[config.mk]
export PLATFORM = sky130hd
export DESIGN_NAME = ef_smsdac_lfsr_dith
export DESIGN_NICKNAME = d
export VERILOG_FILES = /design/src/rtl/ef_smsdac_pkg.sv /design/src/rtl/ef_smsdac_lfsr_jump.sv /design/src/rtl/ef_smsdac_lfsr_dith.sv
export SDC_FILE = /design/constraint.sdc
export NUM_CORES = 1
export LEC_CHECK = 0
export CORE_MARGIN = 5
export CORE_UTILIZATION = 51
export CTS_BUF_LIST = sky130_fd_sc_hd__clkbuf_8
export DETAILED_ROUTE_END_ITERATION = 6
export PLACE_DENSITY = 0.86
export SLEW_MARGIN = 20
export SYNTH_ARGS = -nofsm -noshare
export SYNTH_HDL_FRONTEND = slang
export SYNTH_HIERARCHICAL = 1
export SYNTH_SLANG_ARGS = --single-unit
[constraint.sdc]
create_clock -name clk -period 2.3 [get_ports clk]
set_clock_uncertainty 0.05 [all_clocks]
set_input_delay 0.46 -clock clk [delete_from_list [all_inputs] [get_ports clk]]
set_output_delay 0.46 -clock clk [all_outputs]
set_load 0.01 [all_outputs]
[src/rtl/ef_smsdac_pkg.sv]
`default_nettype none
// ============================================================================
// Module      : ef_smsdac_pkg
// Description : Shared types and constants for the SMS DAC dither channels.
// Revision    : 1.0 - initial release
// ============================================================================
package ef_smsdac_pkg;

    typedef enum logic [0:0] {
        ST_WARM = 1'b0,
        ST_RUN  = 1'b1
    } dith_state_t;

    // x^10 + x^3 + 1 feedback for the legacy 10-bit generator
    localparam logic [9:0] c_taps_w10 = 10'b0000001001;

    localparam int c_wcnt_w = 8;

endpackage
`default_nettype wire

[src/rtl/ef_smsdac_lfsr_jump.sv]
`default_nettype none
// ============================================================================
// Module      : ef_smsdac_lfsr_jump
// Description : Combinational STEP-fold unrolling of a right-shifting LFSR.
// Revision    : 1.0 - initial release
// ============================================================================
module ef_smsdac_lfsr_jump #(
    parameter int               WIDTH = 10,
    parameter logic [WIDTH-1:0] TAPS  = WIDTH'(10'b0000001001),
    parameter int               STEP  = 5
) (
    input  logic [WIDTH-1:0] q,
    output logic [WIDTH-1:0] q_jump
);

    logic [WIDTH-1:0] w_stage [0:STEP];

    assign w_stage[0] = q;

    for (genvar gi = 0; gi < STEP; gi++) begin : g_step
        assign w_stage[gi+1] = {^(w_stage[gi] & TAPS), w_stage[gi][WIDTH-1:1]};
    end

    assign q_jump = w_stage[STEP];

endmodule
`default_nettype wire

[src/rtl/ef_smsdac_lfsr_dith.sv]
`default_nettype none
// ============================================================================
// Module      : ef_smsdac_lfsr_dith
// Description : Parametrised LFSR dither source with seed load, warm-up
//               window and all-zero lock-up recovery.
// Revision    : 1.0 - initial release
// ============================================================================
module ef_smsdac_lfsr_dith
    import ef_smsdac_pkg::*;
#(
    parameter int               WIDTH = 10,
    parameter int               NOUT  = 7,
    parameter int               STEP  = 5,
    parameter logic [WIDTH-1:0] TAPS  = WIDTH'(c_taps_w10),
    parameter logic [WIDTH-1:0] SEED  = WIDTH'(1),
    parameter int               WARM  = 0
) (
    input  logic             clk,
    input  logic             rst,
    input  logic             en_dith,
    input  logic             seed_ld,
    input  logic [WIDTH-1:0] seed_val,
    output logic [NOUT-1:0]  r,
    output logic             dith_vld,
    output logic             lock_err
);

    localparam dith_state_t c_st_init = (WARM > 0) ? ST_WARM : ST_RUN;
    localparam logic [c_wcnt_w-1:0] c_warm_last = c_wcnt_w'((WARM > 0) ? WARM - 1 : 0);

    logic [WIDTH-1:0]    r_q;
    logic [c_wcnt_w-1:0] r_wcnt;
    logic                r_lock_err;
    dith_state_t         r_state;
    dith_state_t         w_state_nxt;
    logic [WIDTH-1:0]    w_q_jump;
    logic                w_lock;
    logic                w_warm_done;

    ef_smsdac_lfsr_jump #(
        .WIDTH (WIDTH),
        .TAPS  (TAPS),
        .STEP  (STEP)
    ) u_jump (
        .q      (r_q),
        .q_jump (w_q_jump)
    );

    assign w_lock      = (r_q == '0);
    assign w_warm_done = (r_state == ST_WARM) && (r_wcnt == c_warm_last);

    always_ff @(posedge clk) begin
        if (rst) begin
            r_state <= c_st_init;
        end else begin
            r_state <= w_state_nxt;
        end
    end

    // Lock-up recovery cycles consume the enable, so warm-up does not progress.
    always_comb begin
        w_state_nxt = r_state;
        if (seed_ld) begin
            w_state_nxt = c_st_init;
        end else if (!w_lock && en_dith && w_warm_done) begin
            w_state_nxt = ST_RUN;
        end
    end

    always_comb begin
        dith_vld = (r_state == ST_RUN);
        r        = dith_vld ? r_q[WIDTH-1 -: NOUT] : '0;
    end

    always_ff @(posedge clk) begin
        if (rst) begin
            r_q        <= SEED;
            r_wcnt     <= '0;
            r_lock_err <= 1'b0;
        end else if (seed_ld) begin
            r_q    <= (seed_val != '0) ? seed_val : SEED;
            r_wcnt <= '0;
        end else if (w_lock) begin
            r_q        <= SEED;
            r_lock_err <= 1'b1;
        end else if (en_dith) begin
            r_q <= w_q_jump;
            // Counter parks at WARM-1 so it cannot wrap
            if (r_state == ST_WARM && !w_warm_done) begin
                r_wcnt <= r_wcnt + c_wcnt_w'(1);
            end
        end
    end

    assign lock_err = r_lock_err;

endmodule
`default_nettype wire

==> flow_metrics.py <==
metrics = {
    "setup_path": {
        "critical-path-max-stage-delay_ns": 0.61,
        "rr_worst_depth": 3,
        "crit_family": "buffers and inverters",
        "ff2ff_setup_slack_ns": 0.89,
        "worstSetupPathType": "reg2out",
        "worst_ep_arrival_time_ns": 1.32,
        "worstPathRequired_ns": 1.79,
        "path_max_fanout": 5,
        "worst_path_max_delay_cell": "clkdlybuf4s50_1",
        "cp-end-kind": "primary output",
        "cp_num_buf_inv": 1,
        "path_cells": "clkdlybuf4s50_1",
        "critPathLaunchType": "flip-flop",
        "r2r-start": "r_q[4]",
        "rr_endpoint": "r_q[6]",
    },
    "floorplan": {
        "dieArea_um2": 2395,
        "initial_core_util_pct": 52.55,
        "rows": 14,
        "placeableCoreArea_um2": 1471,
        "boundaryPins": 23,
        "die_w_um": 48.94,
        "die_h_um": 48.94,
    },
    "power_and_ir_drop": {
        "p_total_uw": 562.0,
        "max-vdd-ir-drop_mv": 0.4598,
        "p_leak_nw": 0.3384,
        "cellPowerDensity_nw_per_um2": 604.6,
    },
    "grt": {
        "grt_max_degree": 20,
        "grt_first_pass_wirelength_um": 2856,
        "grt_pass1_vias": 656,
        "grt_overflow_total": 0,
        "antenna_found_initial": 0,
        "grt_use_total_pct": 14.33,
    },
    "sta": {
        "maxSlewViolCount": 0,
        "worst_pin_slew_ns": 0.6389,
        "finalCritPeriodShare_pct": 79.38,
        "min_period_ns": 1.826,
        "final_hold_viol_count": 0,
        "setup_viol": 0,
        "slew_headroom_pct": 57.27,
        "rsz0062_at_grt": "false",
        "finalSetupTns_ns": 0,
        "timing.fmax_mhz": 547.7,
    },
    "hold_path": {
        "whs_path_depth": 2,
        "worstHoldStart": "lock_err",
        "hold_class": "reg2reg",
        "whs_endpoint": "lock_err",
    },
    "run_status": {
        "status": "complete, no violations",
    },
    "clock_network": {
        "cts.path.max_buffers": 2,
        "cts_setup_buffers": 0,
        "ctsResizeCount": 0,
        "cts_tree": "done",
        "htree_levels": 1,
        "clk_latency_ns": 0.23,
        "hold_buffers": 0,
        "numCtsBuffers": 3,
        "clock_sinks": 11,
        "clk_pin_slew_ns": 0.05,
        "clockRootBuffer": "clkbuf_8",
    },
    "logic_synthesis": {
        "ys_seq_area_share_pct": 28.48,
        "synth_top_area_share_pct": 28.48,
        "syn_area_per_cell_um2": 8.787,
        "syn_nets": 102,
        "synth_seq_cells": 11,
        "yosys_warnings": 6,
        "synth_area_leader_cell": "dfxtp_1",
        "synth_cell_type_count": 26,
        "syn_area_um2": 773.2,
        "netlist_instances": 88,
        "ys_top_cells_by_area": "dfxtp_1 28%, buf_4 13%, nor3_1 7.1%, a211oi_1 6.8%, o2bb2ai_1 6.8%",
    },
    "detailed_routing": {
        "drtIter0Drc": 26,
        "post_drt_wl_per_cell_um": 15.33,
        "wirelength_um": 1717,
        "via_per_inst": 6.116,
        "antenna_left": 0,
        "vias": 685,
        "dr.pass1.iters": 4,
        "drc": 0,
    },
    "placement": {
        "gp_congestion": 0.8585,
        "port_buffers": 21,
        "dp_hpwl_um": 1290,
    },
    "cells_and_area": {
        "diodes": 0,
        "final_nets": 111,
        "post-route-util_pct": 63.18,
        "drive_gt1_share_pct": 11.46,
        "area_growth_syn_to_layout_pct": 20.23,
    },
    "flow_run": {
        "cap_violations": 0,
    },
}
[registers in the layout, summed over array words and instances (netlist names)]
register,count
r_q,10
lock_err,1
[area by class of cell]
type	count	area, µm²
repair buffers	22	217.7
flip-flops and latches	11	220.2
well taps	16	20.02
clock inverters	1	3.754
fillers	125	541.8
clock buffers	3	41.29
inverters	3	11.26
multi-input cells	56	415.4
[how the worst max path moves through the flow]
| stage | startpoint | to | slack [ns] | cells after the start |
|---|---|---|---|---|
| floorplan | en_dith | r_q[7] | 0.98 | 4 |
| global placement | seed_ld | r_q[5] | 0.44 | 4 |
| detailed placement | seed_ld | r_q[4] | 0.37 | 5 |
| CTS | r_q[4] | r[1] | 0.47 | 1 |
| global route | r_q[3] | r[0] | 0.43 | 1 |
| finish | r_q[3] | r[0] | 0.47 | 1 |
[logic make-up (layout without fill, tap and decap cells)]
group / Yosys count / count (layout) / synth area share (%)
AO/OA/AOI/OAI: 21 / 21 / 23.63
AND/OR/NAND/NOR: 28 / 28 / 22.66
buffers and inverters: 21 / 29 / 17.80
multiplexers: 1 / 1 / 1.295
flip-flops: 11 / 11 / 28.48
XOR/XNOR: 5 / 5 / 5.663
other: 1 / 1 / 0.4850
[worst min-delay path, stage by stage, from the launching register on]
cell	delay, ns
dfxtp_1	0.32
a41oi_1	0.04
nor2_1	0.07
[Yosys cell counts]
master	number
nand3_4	1
conb_1	1
buf_2	2
a32oi_1	1
inv_2	1
mux2i_1	1
nor4_4	2
a41o_2	1
nand2b_1	1
buf_4	13
nand4_1	1
nor2_1	11
o22ai_1	1
a22o_1	2
clkbuf_1	1
buf_1	1
a211oi_2	2
xor2_1	5
a211oi_1	7
nor4_1	1
buf_6	1
dfxtp_1	11
a41oi_1	1
nor3_1	11
o2bb2ai_1	6
inv_1	2
[power breakdown]
part	leakage [nW]	internal (mW)	switching, mW
sequential	0.0915	0.207	0.0274
clock	0.0269	0.117	0.0710
combinational	0.220	0.0763	0.0631
total	0.338	0.401	0.161
[placed cells by master, fill, tap and decap left out, types with 2 or more instances in the layout]
cell type        count
clkdlybuf4s50_1     21
nor2_1              11
nor3_1              11
dfxtp_1             11
a211oi_1             7
o2bb2ai_1            6
xor2_1               5
inv_1                3
clkbuf_8             3
nor4_4               2
a211oi_2             2
a22o_1               2
[stage by stage]
step	setup slack (ns)	hold WS, ns	std cells	area [µm²]
6_report	0.4742	0.4245	112	929.6
5_1_grt	0.4284	0.4740	112	929.6
4_1_cts	0.4685	0.4349	112	929.6
3_5_place_dp	0.3656	0.4184	108	884.6
3_3_place_gp	0.4386	0.4104	108	884.6
2_1_floorplan	0.9821	0.4606	88	773.2
[routing by layer]
layer  GRT usage [%]  routed length, µm
met1           18.50                757
met2           22.83                792
met3           2.752                123
met4           6.278                 43
met5               0                  0
(Power assumes the default switching activity.)
